## src/rtl/serial_adder_pkg.sv

```systemverilog
// Shared types and elaboration helpers for the digit-serial adder/subtractor.
package serial_adder_pkg;

   typedef enum logic [1:0] {
      IDLE = 2'd0,
      RUN  = 2'd1,
      DONE = 2'd2
   } state_t;

   // Number of RUN cycles needed to cover the full operand width.
   function automatic int unsigned steps(input int unsigned width, input int unsigned digit);
      return width / digit;
   endfunction

   // Ceiling log2; returns 0 for values of 0 or 1.
   function automatic int unsigned clog2(input int unsigned value);
      int unsigned result;
      result = 0;
      while ((32'd1 << result) < value) begin
         result++;
      end
      return result;
   endfunction

endpackage

```

## src/rtl/adder_digit.sv

```systemverilog
// DIGIT-bit ripple slice of full-adder cells; exposes the carry into the top
// cell so the parent can form signed overflow on the final step.
module adder_digit #(
   parameter int unsigned DIGIT = 1
) (
   input  logic [DIGIT-1:0] a,
   input  logic [DIGIT-1:0] b,
   input  logic             carry_in,
   output logic [DIGIT-1:0] sum,
   output logic             carry_out,
   output logic             carry_into_msb
);

   logic [DIGIT:0] carry;

   // Ripple the carry through DIGIT full-adder cells.
   always_comb begin
      carry    = '0;
      sum      = '0;
      carry[0] = carry_in;
      for (int unsigned i = 0; i < DIGIT; i++) begin
         sum[i]     = a[i] ^ b[i] ^ carry[i];
         carry[i+1] = (a[i] & b[i]) | (carry[i] & (a[i] ^ b[i]));
      end
   end

   assign carry_out      = carry[DIGIT];
   assign carry_into_msb = carry[DIGIT-1];

endmodule

```

## src/rtl/serial_adder.sv

```systemverilog
// Multi-cycle adder/subtractor: consumes DIGIT bits per clock through one
// adder_digit slice and reports sum, carry-out and signed overflow with a
// one-cycle done pulse.
module serial_adder
   import serial_adder_pkg::*;
#(
   parameter int unsigned WIDTH = 8,
   parameter int unsigned DIGIT = 1
) (
   input  logic             clk,
   input  logic             rst_n,
   input  logic             start,
   input  logic [WIDTH-1:0] a,
   input  logic [WIDTH-1:0] b,
   input  logic             cin,
   input  logic             sub,
   output logic             busy,
   output logic             done,
   output logic [WIDTH-1:0] sum,
   output logic             cout,
   output logic             ovf
);

   localparam int unsigned STEPS = steps(WIDTH, DIGIT);
   localparam int unsigned CNT_W = (clog2(STEPS) > 0) ? clog2(STEPS) : 1;
   localparam logic [CNT_W-1:0] LAST = CNT_W'(STEPS - 1);

   if (WIDTH < 2) begin : g_bad_width
      $error("serial_adder: WIDTH must be at least 2");
   end
   if (DIGIT == 0 || (WIDTH % DIGIT) != 0) begin : g_bad_digit
      $error("serial_adder: DIGIT must be non-zero and divide WIDTH");
   end

   state_t           state;
   logic [WIDTH-1:0] op_a;
   logic [WIDTH-1:0] op_b;
   logic             carry;
   logic [CNT_W-1:0] cnt;

   logic [DIGIT-1:0] slice_sum;
   logic             slice_cout;
   logic             slice_cmsb;
   logic [WIDTH-1:0] sum_shifted;

   adder_digit #(.DIGIT(DIGIT)) u_digit (
      .a              (op_a[DIGIT-1:0]),
      .b              (op_b[DIGIT-1:0]),
      .carry_in       (carry),
      .sum            (slice_sum),
      .carry_out      (slice_cout),
      .carry_into_msb (slice_cmsb)
   );

   // New slice bits enter at the top while the register shifts right; built
   // with a widened shift so DIGIT == WIDTH needs no zero-width slice.
   always_comb begin
      sum_shifted = (sum >> DIGIT) | (WIDTH'(slice_sum) << (WIDTH - DIGIT));
   end

   // Control FSM with datapath registers and registered status outputs.
   always_ff @(posedge clk or negedge rst_n) begin
      if (!rst_n) begin
         state <= IDLE;
         op_a  <= '0;
         op_b  <= '0;
         carry <= 1'b0;
         cnt   <= '0;
         sum   <= '0;
         cout  <= 1'b0;
         ovf   <= 1'b0;
         busy  <= 1'b0;
         done  <= 1'b0;
      end else begin
         case (state)
            IDLE, DONE: begin
               done <= 1'b0;
               if (start) begin
                  op_a  <= a;
                  op_b  <= sub ? ~b : b;
                  carry <= sub ? 1'b1 : cin;
                  cnt   <= '0;
                  sum   <= '0;
                  busy  <= 1'b1;
                  state <= RUN;
               end else begin
                  busy  <= 1'b0;
                  state <= IDLE;
               end
            end
            RUN: begin
               op_a  <= op_a >> DIGIT;
               op_b  <= op_b >> DIGIT;
               carry <= slice_cout;
               sum   <= sum_shifted;
               cnt   <= cnt + 1'b1;
               if (cnt == LAST) begin
                  cout  <= slice_cout;
                  ovf   <= slice_cout ^ slice_cmsb;
                  busy  <= 1'b0;
                  done  <= 1'b1;
                  state <= DONE;
               end
            end
            default: begin
               busy  <= 1'b0;
               done  <= 1'b0;
               state <= IDLE;
            end
         endcase
      end
   end

endmodule

```

## config.mk

```make
export PLATFORM = sky130hd
export DESIGN_NAME = serial_adder
export DESIGN_NICKNAME = d
export VERILOG_FILES = /design/src/rtl/serial_adder_pkg.sv /design/src/rtl/adder_digit.sv /design/src/rtl/serial_adder.sv
export SDC_FILE = /design/constraint.sdc
export NUM_CORES = 1
export LEC_CHECK = 0
export CAP_MARGIN = 20
export CORE_ASPECT_RATIO = 1.25
export CORE_MARGIN = 2
export CORE_UTILIZATION = 40
export CTS_CLUSTER_DIAMETER = 30
export DETAILED_ROUTE_END_ITERATION = 10
export PLACE_DENSITY = 0.68
export SLEW_MARGIN = 20
export SYNTH_ARGS = -nofsm -noshare
export SYNTH_HDL_FRONTEND = slang
export SYNTH_SLANG_ARGS = --single-unit
```

## constraint.sdc

```tcl
create_clock -name clk -period 1.25 [get_ports clk]
set_input_delay 0.25 -clock clk [delete_from_list [all_inputs] [get_ports clk]]
set_output_delay 0.25 -clock clk [all_outputs]
set_load 0.05 [all_outputs]
```

==> flow_summary.yaml, run 1 <==
critical_path:
  crit_fanout: 19
  endpoint_kind: "flop"
  critPathRequiredTime_ps: 1420
  r2r_setup_slack_ps: 3
  r2r-end: "op_b[6]$_DFFE_PN0P_"
  cp.arrival_ps: 1410
  rr_worst_depth: 4
  r2r-start: "state[0]$_DFFE_PN0P_"
  cp-start-kind: "flop"
  crit_type: "flop to flop"
logic_synthesis:
  synthesis.area_mm2: 0.00148
  synth_fp_nets: 146
  synth-seq-cells: 33
  synth-edff-count: 0
  ys_dominant_reg_cell: "dfrtp_1"
  ys_seq_area_share_pct: 56.0
  synthCells: 122
  ys_warn_count: 0
  yosys.cell_types.count: 26
  syn_avg_cell_area_um2: 12.1
  async_reset_ff_share_pct: 100
place:
  dpl_cell_area_mm2: 0.00202
  gp_congestion: 0.708
  dp_cells: 197
  dpl.hpwl_um: 2150
  portBuffers: 32
final_layout:
  final_util_pct: 60.8
  mostFrequentLayoutCell: "dfrtp_1"
  nets: 190
  multiInputGateArea_um2: 583
  stdcell_area_mm2: 0.00213
  drive_gt1_share_pct: 24.6
  diodes: 0
  syn2layout_area_growth_pct: 44.7
  final_cells: 206
  final_cell_mix: "dfrtp_1, clkdlybuf4s50_1, buf_12"
  seq_area_um2: 827
  nFillCells: 299
worst_hold_path:
  holdCritPathClass: "input port to async pin"
drt:
  vias: 1085
  final_antenna_net_count: 0
  wl_um: 2860
  vias_per_cell: 5.27
  wl_per_cell_um: 13.9
  drt-initial-drc-count: 25
  firstDrtPassIters: 4
  drc: 0
clock_network:
  clk_latency_ps: 290
  cts_buffers: 5
  cts.sinks: 33
  ctsHoldBuffers: 0
  cts_root_buf: "clkbuf_8"
  htreeDepth: 2
  cts_max_path_buffers: 2
  clkTransAtPathRegs_ps: 70
  cts_tree: "built"
sta:
  clock-skew-final_ps: 7.59
  final_hold_viol_count: 0
  setup_viol: 0
  finalMaxSlewViolations: 0
  maxSlewHeadroom_pct: 82.2
  post-route-min-period_ps: 1250
  hold_ws_ps: 320
  finalCritPeriodShare_pct: 99.8
  worstMarginPinSlew_ps: 267
  fmax_mhz: 802
  rsz0062_at_grt: "true"
power_and_ir_drop:
  vdd_ir_drop_max_mv: 1.82
  powerDensity_mw_per_mm2: 2690
  p_leak_nw: 0.969
flow_run:
  drv_cap: 0
floorplan:
  num_rows: 24
  die_w_um: 58.3
  design.die.area_mm2: 0.00419
  initial_core_util_pct: 42.0
  core_mm2: 0.00351
  die_h_um: 71.9
  ios: 33
global_route:
  grt_usage_pct: 15.6
  antenna_found_initial: 0
  grt_first_pass_wirelength_um: 4880
  grt-ovfl-total: 0
  grt_max_degree: 34
  grt_pass1_vias: 1059
outcome:
  outcome: "complete, no violations"
[registers in the layout, indices dropped and copies added, names as in the netlist]
name / flops
busy: 1
carry: 1
cnt: 3
cout: 1
done: 1
op_a: 8
op_b: 8
ovf: 1
state: 1
sum: 8
[how the worst max path moves through the flow]
stage          slack [ps]                 start  depth (start not counted)             endpoint
6_report                3  state[0]$_DFFE_PN0P_                          4  op_b[6]$_DFFE_PN0P_
5_1_grt               -50  state[0]$_DFFE_PN0P_                          5    carry$_DFFE_PN0P_
4_1_cts               -10  state[0]$_DFFE_PN0P_                          5    carry$_DFFE_PN0P_
3_5_place_dp         -270                 start                          4  op_b[1]$_DFFE_PN0P_
3_3_place_gp         -250                 start                          5  op_a[5]$_DFFE_PN0P_
2_1_floorplan         -30      done$_DFFE_PN0P_                          4  op_b[3]$_DFFE_PN0P_
[where the power goes]
| part | total [mW] | internal, mW | switching, mW |
|---|---|---|---|
| clock network | 0.758 | 0.385 | 0.373 |
| logic | 3.02 | 1.55 | 1.47 |
| registers | 1.96 | 1.55 | 0.406 |
| total | 5.74 | 3.49 | 2.25 |
[kinds of logic (layout without fill, tap and decap cells)]
family	count (synthesis)	in the layout	synth area share [%]
AO/OA/AOI/OAI	33	33	18.3
XOR/XNOR	9	9	5.34
adder cells (fa/ha/maj)	3	3	3.05
buffers and inverters	14	59	5.85
flip-flops	33	33	56.0
AND/OR/NAND/NOR	30	30	11.5
[Yosys cell counts (2+ instances only)]
| cell | n | share of area, % |
|---|---|---|
| buf_2 | 3 | 1.0 |
| a221o_1 | 8 | 5.4 |
| buf_6 | 3 | 2.3 |
| buf_4 | 2 | 1.0 |
| nand2b_1 | 2 | 0.85 |
| xor2_1 | 2 | 1.2 |
| nand3_1 | 8 | 2.7 |
| nand2_1 | 8 | 2.0 |
| nor2b_4 | 2 | 1.9 |
| a22o_1 | 11 | 6.5 |
| nor2_1 | 7 | 1.8 |
| inv_1 | 5 | 1.3 |
| o21ai_0 | 4 | 1.4 |
| xnor2_1 | 7 | 4.2 |
| dfrtp_1 | 33 | 56 |
| ha_1 | 2 | 1.7 |
| a22oi_1 | 6 | 3.1 |
[repair_timing]
action	4_1_cts	5_1_grt
gates resized for setup	1	6
endpoints found under the setup margin	10	17
endpoints found under the hold margin	0	0
pin swaps	1	2
buffers inserted	0	1
[critical path, cell delays in order, from the launching register on]
cell	delay [ps]
dfrtp_1	410
buf_6	140
nor2b_4	180
nor2_8	100
a221o_1	300
[metal layers]
| metal | GRT usage (%) | wire length [um] | vias to the layer above |
|---|---|---|---|
| met1 | 20.2 | 1240 | 525 |
| met3 | 4.81 | 120 | 5 |
| met4 | 6.98 | 52 | 0 |
| li1 | - | - | 522 |
| met2 | 24.0 | 1440 | 33 |
| met5 | 0 | 0 | - |
[metrics by stage]
stage | worst slack (ps) | total power [mW] | setup TNS (ps)
final | 3.11 | 5.74 | 0
after global routing | -47.9 | 6.09 | -329
after CTS | -14.6 | 5.72 | -44.7
after detailed placement | -272 | 4.94 | -5790
after global placement | -248 | 4.83 | -5520
after floorplan | -25.5 | 3.68 | -108
[area by class of cell]
cell class                      count  area share, %
Timing Repair Buffer               46           26.9
Inverter                            5          0.879
Sequential cell                    33           38.7
Tap cell                           39           2.29
Multi-Input combinational cell     75           27.3
Clock inverter                      2          0.469
Clock buffer                        6           3.40
No activity file was read; power rests on OpenSTA's default activity.
==> run 2, diff against run 1 <==
GPL_ROUTABILITY_DRIVEN = 0   (was unset)
==> results of run 2 <==
Final layout, timing and power as in run 1 (identical DEF).
